$ cat config.mk
export PLATFORM = sky130hd
export DESIGN_NAME = ay_array
export DESIGN_NICKNAME = d
export VERILOG_FILES = /design/src/rtl/ay_array_pkg.sv /design/src/rtl/ay_3_8192.sv /design/src/rtl/ay_mix_seq.sv /design/src/rtl/ay_array.sv
export SDC_FILE = /design/constraint.sdc
export NUM_CORES = 1
export LEC_CHECK = 0
export ABC_AREA = 0
export BUFFER_PORTS_ARGS = -buffer_cell sky130_fd_sc_hd__buf_4
export CAP_MARGIN = 10
export CELL_PAD_IN_SITES_DETAIL_PLACEMENT = 1
export CELL_PAD_IN_SITES_GLOBAL_PLACEMENT = 2
export CORE_MARGIN = 2
export CORE_UTILIZATION = 24
export CTS_BUF_LIST = sky130_fd_sc_hd__clkbuf_8
export DETAILED_ROUTE_END_ITERATION = 8
export PLACE_DENSITY_LB_ADDON = 0.1
export SYNTH_ARGS = -nofsm -noshare
export SYNTH_HDL_FRONTEND = slang
export SYNTH_SLANG_ARGS = --single-unit
$ cat constraint.sdc
create_clock -name clk -period 13.7 [get_ports clk]
set_clock_uncertainty 0.2 [all_clocks]
set_input_delay 0.685 -clock clk [delete_from_list [all_inputs] [get_ports clk]]
set_output_delay 0.685 -clock clk [all_outputs]
set_load 0.01 [all_outputs]
$ cat src/rtl/ay_array_pkg.sv
// ay_array_pkg: definitions shared by the AY chip array and its mixer.
//   - stereo_mode encodings (mono / ABC / ACB / mono alias)
//   - mixer FSM state enum
//   - chip-select address prefix used by the array's select latch
//   - route(): per-channel left/right routing for a stereo mode
package ay_array_pkg;

  typedef enum logic [1:0] {
    MODE_MONO  = 2'd0,
    MODE_ABC   = 2'd1,
    MODE_ACB   = 2'd2,
    MODE_MONO3 = 2'd3
  } stereo_mode_e;

  typedef enum logic [1:0] {
    MIX_IDLE = 2'd0,
    MIX_ACC  = 2'd1,
    MIX_DONE = 2'd2
  } mix_state_e;

  // Address-latch values 0xFC..0xFF carry this prefix and pick a chip.
  localparam logic [5:0] SEL_PREFIX = 6'b111111;

  // Returns {to_left, to_right} for channel ch (0=A, 1=B, 2=C).
  function automatic logic [1:0] route(input logic [1:0] mode, input logic [1:0] ch);
    logic [1:0] lr;
    lr = 2'b11;
    case (mode)
      MODE_ABC: lr = (ch == 2'd0) ? 2'b10 : (ch == 2'd1) ? 2'b11 : 2'b01;
      MODE_ACB: lr = (ch == 2'd0) ? 2'b10 : (ch == 2'd1) ? 2'b01 : 2'b11;
      default:  lr = 2'b11;
    endcase
    return lr;
  endfunction

endpackage

$ cat src/rtl/ay_3_8192.sv
// ay_3_8192: simplified AY-3-8912-style PSG register model.
// Bus decode (bc2=1): bdir/bc1 = 11 latch address, 10 write, 01 read.
// Only reacts to the bus while a8_i is high. The channel levels are the
// raw amplitude registers R8/R9/R10, sampled on each ce_i; no tone,
// noise or envelope generation is modelled.
// Ports:
//   clk, rst_n         clock, asynchronous active-low reset
//   ce_i               PSG clock enable (level update)
//   bdir_i/bc1_i/bc2_i bus control, a8_i chip select
//   din_i              bus write data
//   port_a_i/port_a_o  I/O port A (reads of R14 return port_a_i)
//   dout_o/oe_o        read data and read-valid
//   ch_a_o/ch_b_o/ch_c_o channel levels
module ay_3_8192 (
  input  logic       clk,
  input  logic       rst_n,
  input  logic       ce_i,
  input  logic       bdir_i,
  input  logic       bc1_i,
  input  logic       bc2_i,
  input  logic       a8_i,
  input  logic [7:0] din_i,
  input  logic [7:0] port_a_i,
  output logic [7:0] dout_o,
  output logic       oe_o,
  output logic [7:0] port_a_o,
  output logic [7:0] ch_a_o,
  output logic [7:0] ch_b_o,
  output logic [7:0] ch_c_o
);
  logic [7:0] regs_q [16];
  logic [3:0] addr_q;
  logic       bus_act, do_latch, do_write, do_read;

  assign bus_act  = a8_i & bc2_i;
  assign do_latch = bus_act & bdir_i & bc1_i;
  assign do_write = bus_act & bdir_i & ~bc1_i;
  assign do_read  = bus_act & ~bdir_i & bc1_i;

  always_ff @(posedge clk or negedge rst_n) begin
    if (!rst_n) begin
      addr_q <= 4'd0;
      ch_a_o <= 8'd0;
      ch_b_o <= 8'd0;
      ch_c_o <= 8'd0;
      for (int i = 0; i < 16; i++) regs_q[i] <= 8'd0;
    end else begin
      // Chip address lives in the low nibble; other high nibbles are ignored.
      if (do_latch && din_i[7:4] == 4'd0) addr_q <= din_i[3:0];
      if (do_write) regs_q[addr_q] <= din_i;
      if (ce_i) begin
        ch_a_o <= regs_q[8];
        ch_b_o <= regs_q[9];
        ch_c_o <= regs_q[10];
      end
    end
  end

  assign dout_o   = (addr_q == 4'd14) ? port_a_i : regs_q[addr_q];
  assign oe_o     = do_read;
  assign port_a_o = regs_q[14];

endmodule

$ cat src/rtl/ay_mix_seq.sv
// ay_mix_seq: sequential stereo mixer. On start_i in IDLE it walks all
// 3*NUM_AY channels, one per cycle, accumulating into left/right, then
// registers the sums and pulses valid_o (3*NUM_AY+1 cycles after start).
// Ports:
//   clk, rst      clock, asynchronous active-high reset
//   start_i       begin a pass (ignored unless IDLE)
//   mode_i        stereo mode, latched at pass start
//   en_i          per-chip enable; disabled chips add 0
//   ch_raw_i      per-chip {A,B,C} levels, chip k at [24k+23:24k]
//   left_o/right_o mixed samples, valid_o one-cycle update strobe
module ay_mix_seq
  import ay_array_pkg::*;
#(
  parameter int NUM_AY = 2,
  parameter int MIX_W  = 11
) (
  input  logic                  clk,
  input  logic                  rst,
  input  logic                  start_i,
  input  logic [1:0]            mode_i,
  input  logic [NUM_AY-1:0]     en_i,
  input  logic [24*NUM_AY-1:0]  ch_raw_i,
  output logic [MIX_W-1:0]      left_o,
  output logic [MIX_W-1:0]      right_o,
  output logic                  valid_o
);
  localparam int CHIP_W = (NUM_AY > 1) ? $clog2(NUM_AY) : 1;

  mix_state_e        state_q, state_d;
  logic [1:0]        mode_q, mode_d;
  logic [CHIP_W-1:0] chip_q, chip_d;
  logic [1:0]        ch_q, ch_d;
  logic [MIX_W-1:0]  acc_l_q, acc_l_d, acc_r_q, acc_r_d;
  logic [MIX_W-1:0]  left_d, right_d;
  logic              valid_d;
  logic [7:0]        level;
  logic [1:0]        lr;
  int                base;

  always_ff @(posedge clk or posedge rst) begin
    if (rst) begin
      state_q <= MIX_IDLE;
      mode_q  <= 2'd0;
      chip_q  <= '0;
      ch_q    <= 2'd0;
      acc_l_q <= '0;
      acc_r_q <= '0;
      left_o  <= '0;
      right_o <= '0;
      valid_o <= 1'b0;
    end else begin
      state_q <= state_d;
      mode_q  <= mode_d;
      chip_q  <= chip_d;
      ch_q    <= ch_d;
      acc_l_q <= acc_l_d;
      acc_r_q <= acc_r_d;
      left_o  <= left_d;
      right_o <= right_d;
      valid_o <= valid_d;
    end
  end

  // Channel idx = 3*chip + ch; A sits in the top byte of each chip slot.
  always_comb begin
    base  = 24 * int'(chip_q) + 16 - 8 * int'(ch_q);
    level = en_i[chip_q] ? ch_raw_i[base +: 8] : 8'd0;
    lr    = route(mode_q, ch_q);
  end

  always_comb begin
    state_d = state_q;
    mode_d  = mode_q;
    chip_d  = chip_q;
    ch_d    = ch_q;
    acc_l_d = acc_l_q;
    acc_r_d = acc_r_q;
    left_d  = left_o;
    right_d = right_o;
    valid_d = 1'b0;
    case (state_q)
      MIX_IDLE: begin
        if (start_i) begin
          acc_l_d = '0;
          acc_r_d = '0;
          mode_d  = mode_i;
          chip_d  = '0;
          ch_d    = 2'd0;
          state_d = MIX_ACC;
        end
      end
      MIX_ACC: begin
        if (lr[1]) acc_l_d = acc_l_q + MIX_W'(level);
        if (lr[0]) acc_r_d = acc_r_q + MIX_W'(level);
        if (ch_q == 2'd2) begin
          ch_d = 2'd0;
          if (chip_q == CHIP_W'(NUM_AY - 1)) state_d = MIX_DONE;
          else chip_d = chip_q + 1'b1;
        end else begin
          ch_d = ch_q + 2'd1;
        end
      end
      MIX_DONE: begin
        left_d  = acc_l_q;
        right_d = acc_r_q;
        valid_d = 1'b1;
        state_d = MIX_IDLE;
      end
      default: state_d = MIX_IDLE;
    endcase
  end

endmodule

$ cat src/rtl/ay_array.sv
// ay_array: array of NUM_AY AY chips behind one bus, with a chip-select
// latch (address values 0xFF..0xFC pick chips 0..3) and a stereo mixer.
// Optional feature macro: AY_ARRAY_MIDI_EN -- when defined, midi_out is
// the selected chip's port A bit 2; otherwise midi_out is tied to 1.
// Ports:
//   clk, rst            clock, asynchronous active-high reset
//   clk175en            PSG clock enable, also starts a mix pass
//   disable_ay          disables all chips
//   disable_turboay     disables chips 1..NUM_AY-1
//   bdir, bc1, din      AY bus
//   port_din            port A input to every chip
//   stereo_mode         0 mono, 1 ABC, 2 ACB, 3 mono
//   dout, oe, midi_out  selected chip's read data / valid / MIDI bit
//   ch_raw              per-chip {A,B,C} levels
//   left_out, right_out, mix_valid  mixer result and update strobe
module ay_array
  import ay_array_pkg::*;
#(
  parameter  int NUM_AY = 2,
  localparam int MIX_W  = 8 + $clog2(3 * NUM_AY + 1)
) (
  input  logic                 clk,
  input  logic                 rst,
  input  logic                 clk175en,
  input  logic                 disable_ay,
  input  logic                 disable_turboay,
  input  logic                 bdir,
  input  logic                 bc1,
  input  logic [7:0]           din,
  input  logic [7:0]           port_din,
  input  logic [1:0]           stereo_mode,
  output logic [7:0]           dout,
  output logic                 oe,
  output logic                 midi_out,
  output logic [24*NUM_AY-1:0] ch_raw,
  output logic [MIX_W-1:0]     left_out,
  output logic [MIX_W-1:0]     right_out,
  output logic                 mix_valid
);
  localparam int SEL_W = (NUM_AY > 1) ? $clog2(NUM_AY) : 1;

  logic [SEL_W-1:0]  sel_q, sel_d;
  logic [1:0]        sel_k;
  logic              rst_n;
  logic [NUM_AY-1:0] en_mask;
  logic [NUM_AY-1:0] chip_oe;
  logic [7:0]        chip_dout [NUM_AY];
`ifdef AY_ARRAY_MIDI_EN
  logic [7:0]        port_a [NUM_AY];
`else
  logic [7:0]        port_a_unused [NUM_AY];
`endif

  assign rst_n = ~rst;

  // Select latch: only in-range chips, and only with every chip enabled.
  always_comb begin
    sel_d = sel_q;
    sel_k = ~din[1:0];
    if (bdir && bc1 && din[7:2] == SEL_PREFIX && !disable_ay && !disable_turboay
        && int'(sel_k) < NUM_AY)
      sel_d = sel_k[SEL_W-1:0];
  end

  always_ff @(posedge clk or posedge rst) begin
    if (rst) sel_q <= '0;
    else     sel_q <= sel_d;
  end

  for (genvar gi = 0; gi < NUM_AY; gi++) begin : g_chip
    assign en_mask[gi] = ~disable_ay & ((gi == 0) ? 1'b1 : ~disable_turboay);

    ay_3_8192 u_ay (
      .clk      (clk),
      .rst_n    (rst_n),
      .ce_i     (clk175en & en_mask[gi]),
      .bdir_i   (bdir),
      .bc1_i    (bc1),
      .bc2_i    (1'b1),
      .a8_i     (sel_q == SEL_W'(gi)),
      .din_i    (din),
      .port_a_i (port_din),
      .dout_o   (chip_dout[gi]),
      .oe_o     (chip_oe[gi]),
`ifdef AY_ARRAY_MIDI_EN
      .port_a_o (port_a[gi]),
`else
      .port_a_o (port_a_unused[gi]),
`endif
      .ch_a_o   (ch_raw[24*gi+16 +: 8]),
      .ch_b_o   (ch_raw[24*gi+8 +: 8]),
      .ch_c_o   (ch_raw[24*gi +: 8])
    );
  end

  assign dout = chip_dout[sel_q];
  assign oe   = chip_oe[sel_q] & en_mask[sel_q];

`ifdef AY_ARRAY_MIDI_EN
  assign midi_out = port_a[sel_q][2];
`else
  assign midi_out = 1'b1;
`endif

  ay_mix_seq #(
    .NUM_AY (NUM_AY),
    .MIX_W  (MIX_W)
  ) u_mix (
    .clk      (clk),
    .rst      (rst),
    .start_i  (clk175en),
    .mode_i   (stereo_mode),
    .en_i     (en_mask),
    .ch_raw_i (ch_raw),
    .left_o   (left_out),
    .right_o  (right_out),
    .valid_o  (mix_valid)
  );

endmodule
==> results of run 1 <==
-- per-stage QoR --
step	util [%]	worst slack, ns
finish	28.57	8.216
floorplan	-	3.080
global placement	26.79	8.332
detailed placement	26.79	8.199
CTS	28.56	8.182
global route	28.56	7.720
-- state kept, by name, summed over array words and instances (netlist names), 11 cells and up --
name                flops
g_chip.u_ay.ch_c_o     16
u_mix.acc_l_q          11
u_mix.right_o          11
g_chip.u_ay.ch_b_o     16
g_chip.u_ay.ch_a_o     16
g_chip.u_ay.regs_q    240
u_mix.acc_r_q          11
u_mix.left_o           11
-- worst max-delay path by stage --
| stage | cells after the start | slack [ns] | to | start |
|---|---|---|---|---|
| 2_1_floorplan | 1 | 3.08 | g_chip[0].u_ay.addr_q[0]$_DFFE_PP0P_ | rst |
| 3_3_place_gp | 15 | 8.33 | u_mix.acc_r_q[7]$_DFFE_PP0P_ | u_mix.ch_q[0]$_DFFE_PP0P_ |
| 3_5_place_dp | 15 | 8.20 | u_mix.acc_r_q[7]$_DFFE_PP0P_ | u_mix.ch_q[0]$_DFFE_PP0P_ |
| 4_1_cts | 15 | 8.18 | u_mix.acc_r_q[7]$_DFFE_PP0P_ | u_mix.ch_q[0]$_DFFE_PP0P_ |
| 5_1_grt | 15 | 7.72 | u_mix.acc_r_q[7]$_DFFE_PP0P_ | u_mix.ch_q[0]$_DFFE_PP0P_ |
| 6_report | 15 | 8.22 | u_mix.acc_r_q[7]$_DFFE_PP0P_ | u_mix.ch_q[0]$_DFFE_PP0P_ |
-- critical path, cell delays in order, from the launching register on --
cell and delay, ns:
dfrtp_1 0.43, inv_1 0.10, ha_1 0.93, inv_1 0.16, fa_1 0.59, xor2_4 0.36
mux4_1 0.33, a21oi_1 0.20, nor2_1 0.10, ha_1 0.44, nand3_1 0.12, nor4_2 0.39
nor4_1 0.13, nor3b_2 0.43, mux2i_1 0.24, o311ai_0 0.14
-- cell usage after synthesis (all sizes together), types with 7 or more instances --
cell | instances | area (µm²)
ha | 20 | 250.2
mux2i | 18 | 180.2
nor3 | 20 | 115.1
nor4 | 10 | 68.81
mux2 | 323 | 3637
clkbuf | 59 | 222.7
nand2 | 57 | 214.0
nand2b | 7 | 46.30
nor3b | 7 | 57.55
xor2 | 7 | 80.08
a21oi | 19 | 98.85
a31oi | 8 | 50.05
buf | 24 | 122.6
o21ai | 40 | 204.0
nor2 | 39 | 153.9
o31ai | 7 | 52.55
nand3 | 41 | 205.2
mux4 | 74 | 1689
inv | 21 | 78.83
dfrtp | 351 | 8783
-- routing by layer --
layer / share of wire [%] / wire length (µm) / vias up / global-route usage, %
met5: 0.012 / 7 / - / 0
met4: 2.2 / 1215 / 2 / 4.056
met3: 3.5 / 1994 / 87 / 2.920
met2: 47 / 26560 / 196 / 25.35
met1: 47 / 26620 / 5824 / 21.19
li1: - / - / 4869 / -
-- cell type report --
cell class              instances  area (µm²)  share of cell area [%]
clock buffers                  82        1129                   5.622
multi-input cells             791        7900                   39.35
flip-flops and latches        351        8787                   43.77
clock inverters                26       113.9                  0.5672
diodes                          3       7.507                 0.03739
inverters                      21       86.33                  0.4300
well taps                     940        1176                   5.859
repair buffers                115       875.8                   4.363
-- power breakdown --
group | leakage [µW] | switching [µW] | internal [µW]
Combinational | 0.00386 | 566 | 461
Sequential | 0.00473 | 158 | 1200
Clock | 0.000728 | 462 | 535
Total | 0.00932 | 1190 | 2200
-- logic make-up after synthesis --
group | count (synthesis) | synth area share [%]
xor+xnor | 9 | 0.6147
mux | 415 | 32.20
buf+inv | 104 | 2.481
compound gates | 122 | 4.881
flops | 351 | 51.37
fa+ha+maj | 24 | 1.756
other cells | 1 | 0.02193
simple gates | 220 | 6.673
==> flow_summary.json, run 1 <==
{
  "power_uw": 3383,
  "gr-total-overflow": 0,
  "dieArea_mm2": 0.07340,
  "place_congestion": 0.7763,
  "synth_area_mm2": 0.01710,
  "rows": 97,
  "grt_usage_pct": 15.57,
  "dp_hpwl_mm": 38.78,
  "hp-class": "input port to async pin",
  "nets": 1396,
  "syn_avg_cell_area_um2": 13.72,
  "insertion_delay_ns": 0.65,
  "synth_cell_types": 80,
  "fillerInstances": 7528,
  "hold_ws_ns": -0.006308,
  "syn_nets": 1292,
  "cts_tree": "built",
  "die_x_um": 270.9,
  "cts_buffers": 70,
  "final_cells": 2329,
  "drt_wl_total_mm": 56.39,
  "grt_first_pass_wirelength_mm": 84.77,
  "crit-reg2reg-launch": "u_mix.ch_q[0]$_DFFE_PP0P_",
  "setup_viol": 0,
  "crit_fanout": 20,
  "cp_data_required_time_ns": 13.95,
  "worstReg2RegEnd": "u_mix.acc_r_q[7]$_DFFE_PP0P_",
  "layout_commonest_cell": "dfrtp_1",
  "yosysWarnings": 0,
  "cp.arrival_ns": 5.73,
  "via_per_inst": 4.714,
  "synth_seq_cells": 351,
  "area.growth.synth_to_final_pct": 17.41,
  "portBuffers": 104,
  "p_leak_uw": 0.009317,
  "drc": 0,
  "vias": 10978,
  "vdd_drop_max_uv": 63.64,
  "relSlewSlack_pct": 29.46,
  "slew_violations": 0,
  "final_cell_mix": "dfrtp_1 (348), mux2_2 (322), buf_4 (114)",
  "cts_max_level": 3,
  "start_kind": "flip-flop",
  "drive_gt1_share_pct": 44.59,
  "rr_worst_depth": 15,
  "drt_first_iter_violations": 445,
  "firstDrtPassIters": 4,
  "syn_inst": 1246,
  "finalCriticalPeriod_ns": 5.484,
  "grt_max_degree": 142,
  "finalHoldViolCount": 1,
  "reg2reg_slack_ns": 8.22,
  "period_share_pct": 40.03,
  "max_freq_mhz": 182.3,
  "drv_cap": 0,
  "cts_root_buf": "clkbuf_8",
  "cts_resized": 0,
  "initial_core_util_pct": 24.33,
  "post_cts_buffers": 0,
  "ys_seq_area_share_pct": 51.37,
  "synthFlopType": "dfrtp_1",
  "place_inst": 2218,
  "clk_pin_slew_ns": 0.05,
  "ys_async_sr_fraction_pct": 100.0,
  "grt_pass1_vias": 12147,
  "critPathKind": "flip-flop to flip-flop",
  "synth_edf_count": 0,
  "coreArea_mm2": 0.07027,
  "finalSetupTns_ns": 0,
  "dpl_cell_area_mm2": 0.01883,
  "fin_area_mm2": 0.02008,
  "die_h_um": 270.9,
  "hold_buffers": 0,
  "cts.sinks": 351,
  "worst_pin_slew_ns": 1.054,
  "wl_per_cell_um": 24.21,
  "grt_setup_unrepaired": "no",
  "antenna_found_initial": 3,
  "ant_nets": 0,
  "clk_path_buf_depth": 3,
  "end_kind": "flip-flop",
  "status": "finished with violations",
  "power_density_mw_per_mm2": 168.5,
  "ios": 106,
  "violations": "hold timing"
}
Power figures use the tool's default switching activity.
==> inputs of run 2 (changes only) <==
Settings changed: ABC_AREA 0 to 1.
Clock period 13.7 ns to 5.4 ns, I/O delays scaled along.
==> run 2 against run 1 <==
The run now ends clean. Critical endpoint is now u_mix.acc_l_q[8]$_DFFE_PP0P_. Final cell count rose by 28%. Sequential power rose to 2.6 times the previous value. Clock-buffer cell count rose by 9. Fmax rose by 30%. Register-to-register slack got worse by 7.0 ns. Critical path type unchanged. Sequential share of layout area rose by 0.89 points. Clock power rose to 2.8 times the previous value. First-iteration DRC count rose by 66%.
==> flow_summary.json, run 2 <==
{
  "cts_buffers": 73,
  "drt_wl_total_mm": 61.11,
  "wl_per_cell_um": 20.49,
  "grt_first_pass_wirelength_mm": 95.06,
  "ys_seq_area_share_pct": 53.47,
  "slew_violations": 0,
  "finalCriticalPeriod_ns": 4.212,
  "crit_path_top_delay_cell": "fa_1",
  "cts.sinks": 352,
  "hold_ws_ns": 0.04492,
  "start_kind": "flip-flop",
  "crit_path_frequent_cell": "nand2_1",
  "coreArea_mm2": 0.06823,
  "clk_path_buf_depth": 3,
  "synthTopCellsByCount": "nand2_1 (599), dfrtp_1 (352), o21ai_0 (327)",
  "syn_nets": 1975,
  "syn_inst": 1929,
  "synth_edf_count": 0,
  "insertion_delay_ns": 0.66,
  "switching_share_pct": 39.66,
  "via_per_inst": 4.696,
  "drc": 0,
  "hold_path_depth": 4,
  "worstReg2RegEnd": "u_mix.acc_l_q[8]$_DFFE_PP0P_",
  "drv_cap": 0,
  "synth.area.top_cells": "dfrtp_1 (53%), nand2_1 (14%), o21ai_0 (9.9%)",
  "yosysWarnings": 0,
  "finalHoldViolCount": 0,
  "crit-reg2reg-launch": "u_mix.ch_q[0]$_DFFE_PP0P_",
  "cts_max_level": 3,
  "final_cell_mix": "nand2_1 (599), dfrtp_1 (352), o21ai_0 (327)",
  "grt_pass1_vias": 14850,
  "synthFlopType": "dfrtp_1",
  "finalSetupTns_ns": 0,
  "die_h_um": 266.0,
  "relSlewSlack_pct": 35.91,
  "period_share_pct": 77.99,
  "die_x_um": 266.0,
  "power_density_mw_per_mm2": 482.6,
  "synth_top_area_share_pct": 53.47,
  "hp-class": "input port to flip-flop",
  "hp-start": "din[5]",
  "area.growth.synth_to_final_pct": 19.72,
  "dp_hpwl_mm": 41.20,
  "cp_data_required_time_ns": 5.74,
  "ios": 106,
  "power_frac_clock_pct": 29.3,
  "p_leak_uw": 0.009190,
  "switchingPower_uw": 3775,
  "intPower_uw": 5743,
  "synth_seq_cells": 352,
  "whs_endpoint": "g_chip[0].u_ay.regs_q[61]$_DFFE_PP0P_",
  "synth_top_cell_by_area": "dfrtp_1",
  "cts_tree": "built",
  "reg2reg_slack_ns": 1.19,
  "yosysMostFrequentCell": "nand2_1",
  "max_freq_mhz": 237.4,
  "ant_nets": 0,
  "setup_viol": 0,
  "cts_resized": 0,
  "nets": 2087,
  "firstDrtPassIters": 5,
  "cpPeakStageDelay_ns": 0.51,
  "status": "finished clean",
  "cts_root_buf": "clkbuf_8",
  "place_congestion": 0.7861,
  "dieArea_mm2": 0.07075,
  "grt_setup_unrepaired": "no",
  "path_cells": "inv_1, ha_1, inv_2, fa_1, inv_1, nand2_1, nand2_1, o21ai_0, a21oi_1, o21ai_0, a21oi_1, ha_1, ha_1, inv_1, nand2_1, nand2_1, nand2_1, nand2_2, nand2_4, nand2_2, nand2_2, nand3_1, nand2_1, nor2_1",
  "clk_pin_slew_ns": 0.06,
  "syn_avg_cell_area_um2": 8.540,
  "ys_async_sr_fraction_pct": 100.0,
  "seqPwrFrac_pct": 37.5,
  "drt_first_iter_violations": 737,
  "drive_gt1_share_pct": 14.87,
  "synth_area_mm2": 0.01647,
  "end_kind": "flip-flop",
  "critPathKind": "flip-flop to flip-flop",
  "cp.buffers_inverters": 4,
  "rows": 96,
  "largest_register": "g_chip.u_ay.regs_q",
  "synth_cell_types": 55,
  "vias": 14007,
  "worst_pin_slew_ns": 0.9562,
  "initial_core_util_pct": 24.15,
  "rr_worst_depth": 24,
  "pwr-share-comb_pct": 33.2,
  "path_delay_family": "adder cells",
  "antenna_found_initial": 1,
  "grt_max_degree": 157,
  "portBuffers": 104,
  "gr-total-overflow": 0,
  "vdd_drop_max_uv": 210.3,
  "grt_usage_pct": 17.71,
  "crit_fanout": 18,
  "largest_reg_flops": 240,
  "layout_commonest_cell": "nand2_1",
  "cp.arrival_ns": 4.55
}
## run 2: changes by cell type after synthesis, sizes merged, moves of 20 or more
cell / before / now
nand2: 57 / 628
mux4: 74 / 0
a22oi: 6 / 72
nor2: 39 / 69
mux2: 323 / 15
a21oi: 19 / 59
clkbuf: 59 / 79
o21ai: 40 / 343
inv: 21 / 124
## run 2: per-layer routing
metal	global-route usage (%)	vias to the layer above	wire, µm	part of all wire [%]
li1	-	6691	-	-
met1	24.78	6974	29840	49
met2	28.01	256	27640	45
met3	2.994	86	2402	3.9
met4	5.178	0	1230	2.0
met5	0	-	0	0
## run 2: layout make-up
class	count	area, µm²
inverters	124	469.2
multi-input cells	1347	6756
well taps	882	1104
clock buffers	91	1252
flip-flops and latches	352	8808
fillers	8029	48500
diodes	3	7.507
repair buffers	143	1139
clock inverters	41	185.2
## run 2: how the worst max path moves through the flow
stage	slack (ns)	cells past startpoint	start	end
detailed placement	1.16	24	u_mix.ch_q[0]$_DFFE_PP0P_	u_mix.acc_l_q[8]$_DFFE_PP0P_
global route	0.77	24	u_mix.ch_q[0]$_DFFE_PP0P_	u_mix.acc_l_q[8]$_DFFE_PP0P_
floorplan	0.22	1	rst	g_chip[0].u_ay.addr_q[0]$_DFFE_PP0P_
global placement	1.28	24	u_mix.ch_q[0]$_DFFE_PP0P_	u_mix.acc_l_q[10]$_DFFE_PP0P_
finish	1.19	24	u_mix.ch_q[0]$_DFFE_PP0P_	u_mix.acc_l_q[8]$_DFFE_PP0P_
CTS	1.15	24	u_mix.ch_q[0]$_DFFE_PP0P_	u_mix.acc_l_q[8]$_DFFE_PP0P_
## run 2: repair_timing
item / in CTS / in global routing
setup endpoints to repair: 0 / 0
hold endpoints to repair: 96 / 0
hold buffers: 17 / 0
setup buffers: 0 / 0
## run 2: tightest hold or removal path, delay by kind of cell
family / cells / cell delay [ns]
buffers and inverters: 3 / 0.36
AOI/OAI and AO/OA: 1 / 0.22
## run 2: cell families after synthesis
logic type / Yosys count / synth area share, %
simple gates: 782 / 20.17
compound gates: 527 / 18.09
flops: 352 / 53.47
buf+inv: 230 / 5.529
fa+ha+maj: 21 / 1.641
mux: 15 / 1.025
other cells: 1 / 0.02276
xor+xnor: 1 / 0.05318
## run 2: power by group through the flow
| stage | clock network [µW] | registers [µW] | logic (µW) |
|---|---|---|---|
| 2_1_floorplan | 0 | 3520 | 2150 |
| 3_3_place_gp | 0 | 3600 | 3180 |
| 3_5_place_dp | 0 | 3610 | 3220 |
| 4_1_cts | 2930 | 3570 | 3250 |
| 5_1_grt | 3050 | 3640 | 3600 |
| 6_report | 2790 | 3570 | 3160 |
## run 2: stage by stage
| step | instances | utilization [%] | instance area, µm² | total power, µW | worst slack (ns) |
|---|---|---|---|---|---|
| final | 2983 | 28.91 | 19720 | 9518 | 1.188 |
| after global routing | 2981 | 28.90 | 19720 | 10300 | 0.7665 |
| after CTS | 2979 | 28.89 | 19710 | 9748 | 1.149 |
| after detailed placement | 2830 | 26.53 | 18100 | 6835 | 1.161 |
| after global placement | 2830 | 26.53 | 18100 | 6783 | 1.282 |
| after floorplan | 1929 | - | 16480 | 5662 | 0.2156 |
==> inputs of run 3 (changes only) <==
Clock period 5.4 ns to 4 ns, I/O delays scaled along.
==> run 3 against run 2 <==
Clock power is 28% higher. First-iteration DRC count is 0.41% higher. Sequential power is 35% higher. Via count is 0.44% lower. Non-clock buffer count is 29 higher.
==> flow_summary.json, run 3 (same netlist as run 2, synthesis figures left out) <==
{
  "antenna_found_initial": 2,
  "portBuffers": 104,
  "rows": 96,
  "place_inst": 2856,
  "layout_commonest_cell": "nand2_1",
  "drive_gt1_share_pct": 16.14,
  "p_leak_uw": 0.009200,
  "area.growth.synth_to_final_pct": 20.52,
  "largest_register": "g_chip.u_ay.regs_q",
  "final_cell_mix": "nand2_1 (598), dfrtp_1 (352), o21ai_0 (326)",
  "largest_reg_flops": 240,
  "pre_cts_slack_ns": 0.04438,
  "die_x_um": 266.0,
  "die_h_um": 266.0,
  "critPathKind": "flip-flop to primary output",
  "dp_hpwl_mm": 42.57,
  "worst_pin_slew_ns": 1.122,
  "drc": 0,
  "cts_tree": "built",
  "cp_data_required_time_ns": 3.60,
  "insertion_delay_ns": 0.64,
  "hp-class": "input port to flip-flop",
  "ant_nets": 0,
  "dieArea_mm2": 0.07075,
  "place_congestion": 0.7956,
  "fin_area_mm2": 0.01985,
  "final_cells": 2991,
  "power_density_mw_per_mm2": 645.9,
  "hold_path_depth": 6,
  "final_core_util_pct": 29.10,
  "gr-total-overflow": 0,
  "finalSetupTns_ns": 0,
  "firstDrtPassIters": 5,
  "finalCriticalPeriod_ns": 3.795,
  "finalHoldViolCount": 0,
  "coreArea_mm2": 0.06823,
  "drt_wl_total_mm": 61.60,
  "multiInputGateArea_mm2": 0.006789,
  "grt_usage_pct": 17.63,
  "max_freq_mhz": 263.5,
  "grt_max_degree": 154,
  "vdd_drop_max_uv": 422.3,
  "grt_first_pass_wirelength_mm": 94.50,
  "clk_path_buf_depth": 3,
  "end_kind": "primary output",
  "vias": 13946,
  "clk_pin_slew_ns": 0.05,
  "start_kind": "flip-flop",
  "setup_viol": 0,
  "rr_worst_depth": 18,
  "drv_cap": 0,
  "cts_root_buf": "clkbuf_8",
  "slew_violations": 0,
  "status": "finished clean",
  "cp.arrival_ns": 3.39,
  "ios": 106,
  "cts_max_level": 3,
  "wl_per_cell_um": 20.60,
  "initial_core_util_pct": 24.15,
  "nets": 2116,
  "fillerInstances": 8020,
  "cts.sinks": 352,
  "drt_first_iter_violations": 740,
  "period_share_pct": 94.86,
  "via_per_inst": 4.663,
  "crit_fanout": 19,
  "relSlewSlack_pct": 23.29,
  "grt_pass1_vias": 14739,
  "worst_slack_ns": 0.2055,
  "cts_buffers": 73,
  "dpl_cell_area_mm2": 0.01830,
  "seq_area_mm2": 0.008808
}
==> run 3: cell types whose count changed in the layout (fill, tap and decap cells not counted), sizes merged <==
cell	change
buf	+26
clkbuf	-7
clkinv	+2
diode	-1
dlygate4sd3	+4
inv	-16
==> run 3: where the power goes <==
part,switching [µW],leakage (µW),internal (µW)
logic,2880,0.00373,1530
registers,555,0.00473,4280
clock network,1670,0.000741,1910
total,5100,0.00920,7720
==> run 3: timing repair <==
item                                    CTS  global route
hold endpoints to repair                428             0
buffers inserted                          0             0
hold buffers                             21             0
resized for setup                         0            11
endpoints found under the setup margin    0            15
==> run 3: critical path, cell delays in order, from the launching register on <==
cell and delay [ns]:
dfrtp_1 0.53, inv_2 0.07, nor2_2 0.55, buf_4 0.40, nand2_1 0.11, nand2_1 0.07, o21ai_1 0.14, a41oi_1 0.44
a21oi_1 0.08, o21ai_1 0.21, buf_4 0.16
==> run 3: metal layers <==
metal	global-route usage, %	vias to the layer above	wire, µm
li1	-	6733	-
met1	25.14	6911	30650
met2	27.60	209	27670
met3	2.754	93	1814
met5	0	-	0
met4	4.935	0	1465
==> run 3: path summary, 6_finish.rpt <==
path,from,slack [ns],to
setup / recovery,g_chip[0].u_ay.addr_q[1]$_DFFE_PP0P_,0.21,dout[5]
hold / removal,bdir,0.11,sel_q$_DFFE_PP0P_
setup reg to reg,u_mix.chip_q$_DFFE_PP0P_,0.34,u_mix.acc_l_q[9]$_DFFE_PP0P_
hold reg to reg,u_mix.right_o[7]$_DFFE_PP0P_,0.28,u_mix.right_o[7]$_DFFE_PP0P_
max in group asynchronous,rst,1.85,g_chip[1].u_ay.addr_q[3]$_DFFE_PP0P_
min in group asynchronous,rst,0.50,g_chip[0].u_ay.regs_q[40]$_DFFE_PP0P_
==> run 3: per-stage QoR <==
stage / hold WS, ns / power [µW]
after floorplan: 0.1210 / 7644
after global placement: 0.03003 / 9243
after detailed placement: 0.02598 / 9350
after CTS: 0.05510 / 13070
after global routing: 0.1174 / 13830
final: 0.1063 / 12820
==> run 3: layout make-up <==
| class | instances | area share [%] |
|---|---|---|
| sequential | 352 | 44.37 |
| multi-input combinational | 1347 | 34.20 |
| timing repair buffer | 172 | 6.895 |
| clock buffer | 85 | 5.893 |
| tap | 882 | 5.559 |
| inverter | 124 | 2.363 |
| clock inverter | 27 | 0.6996 |
| antenna | 2 | 0.02521 |
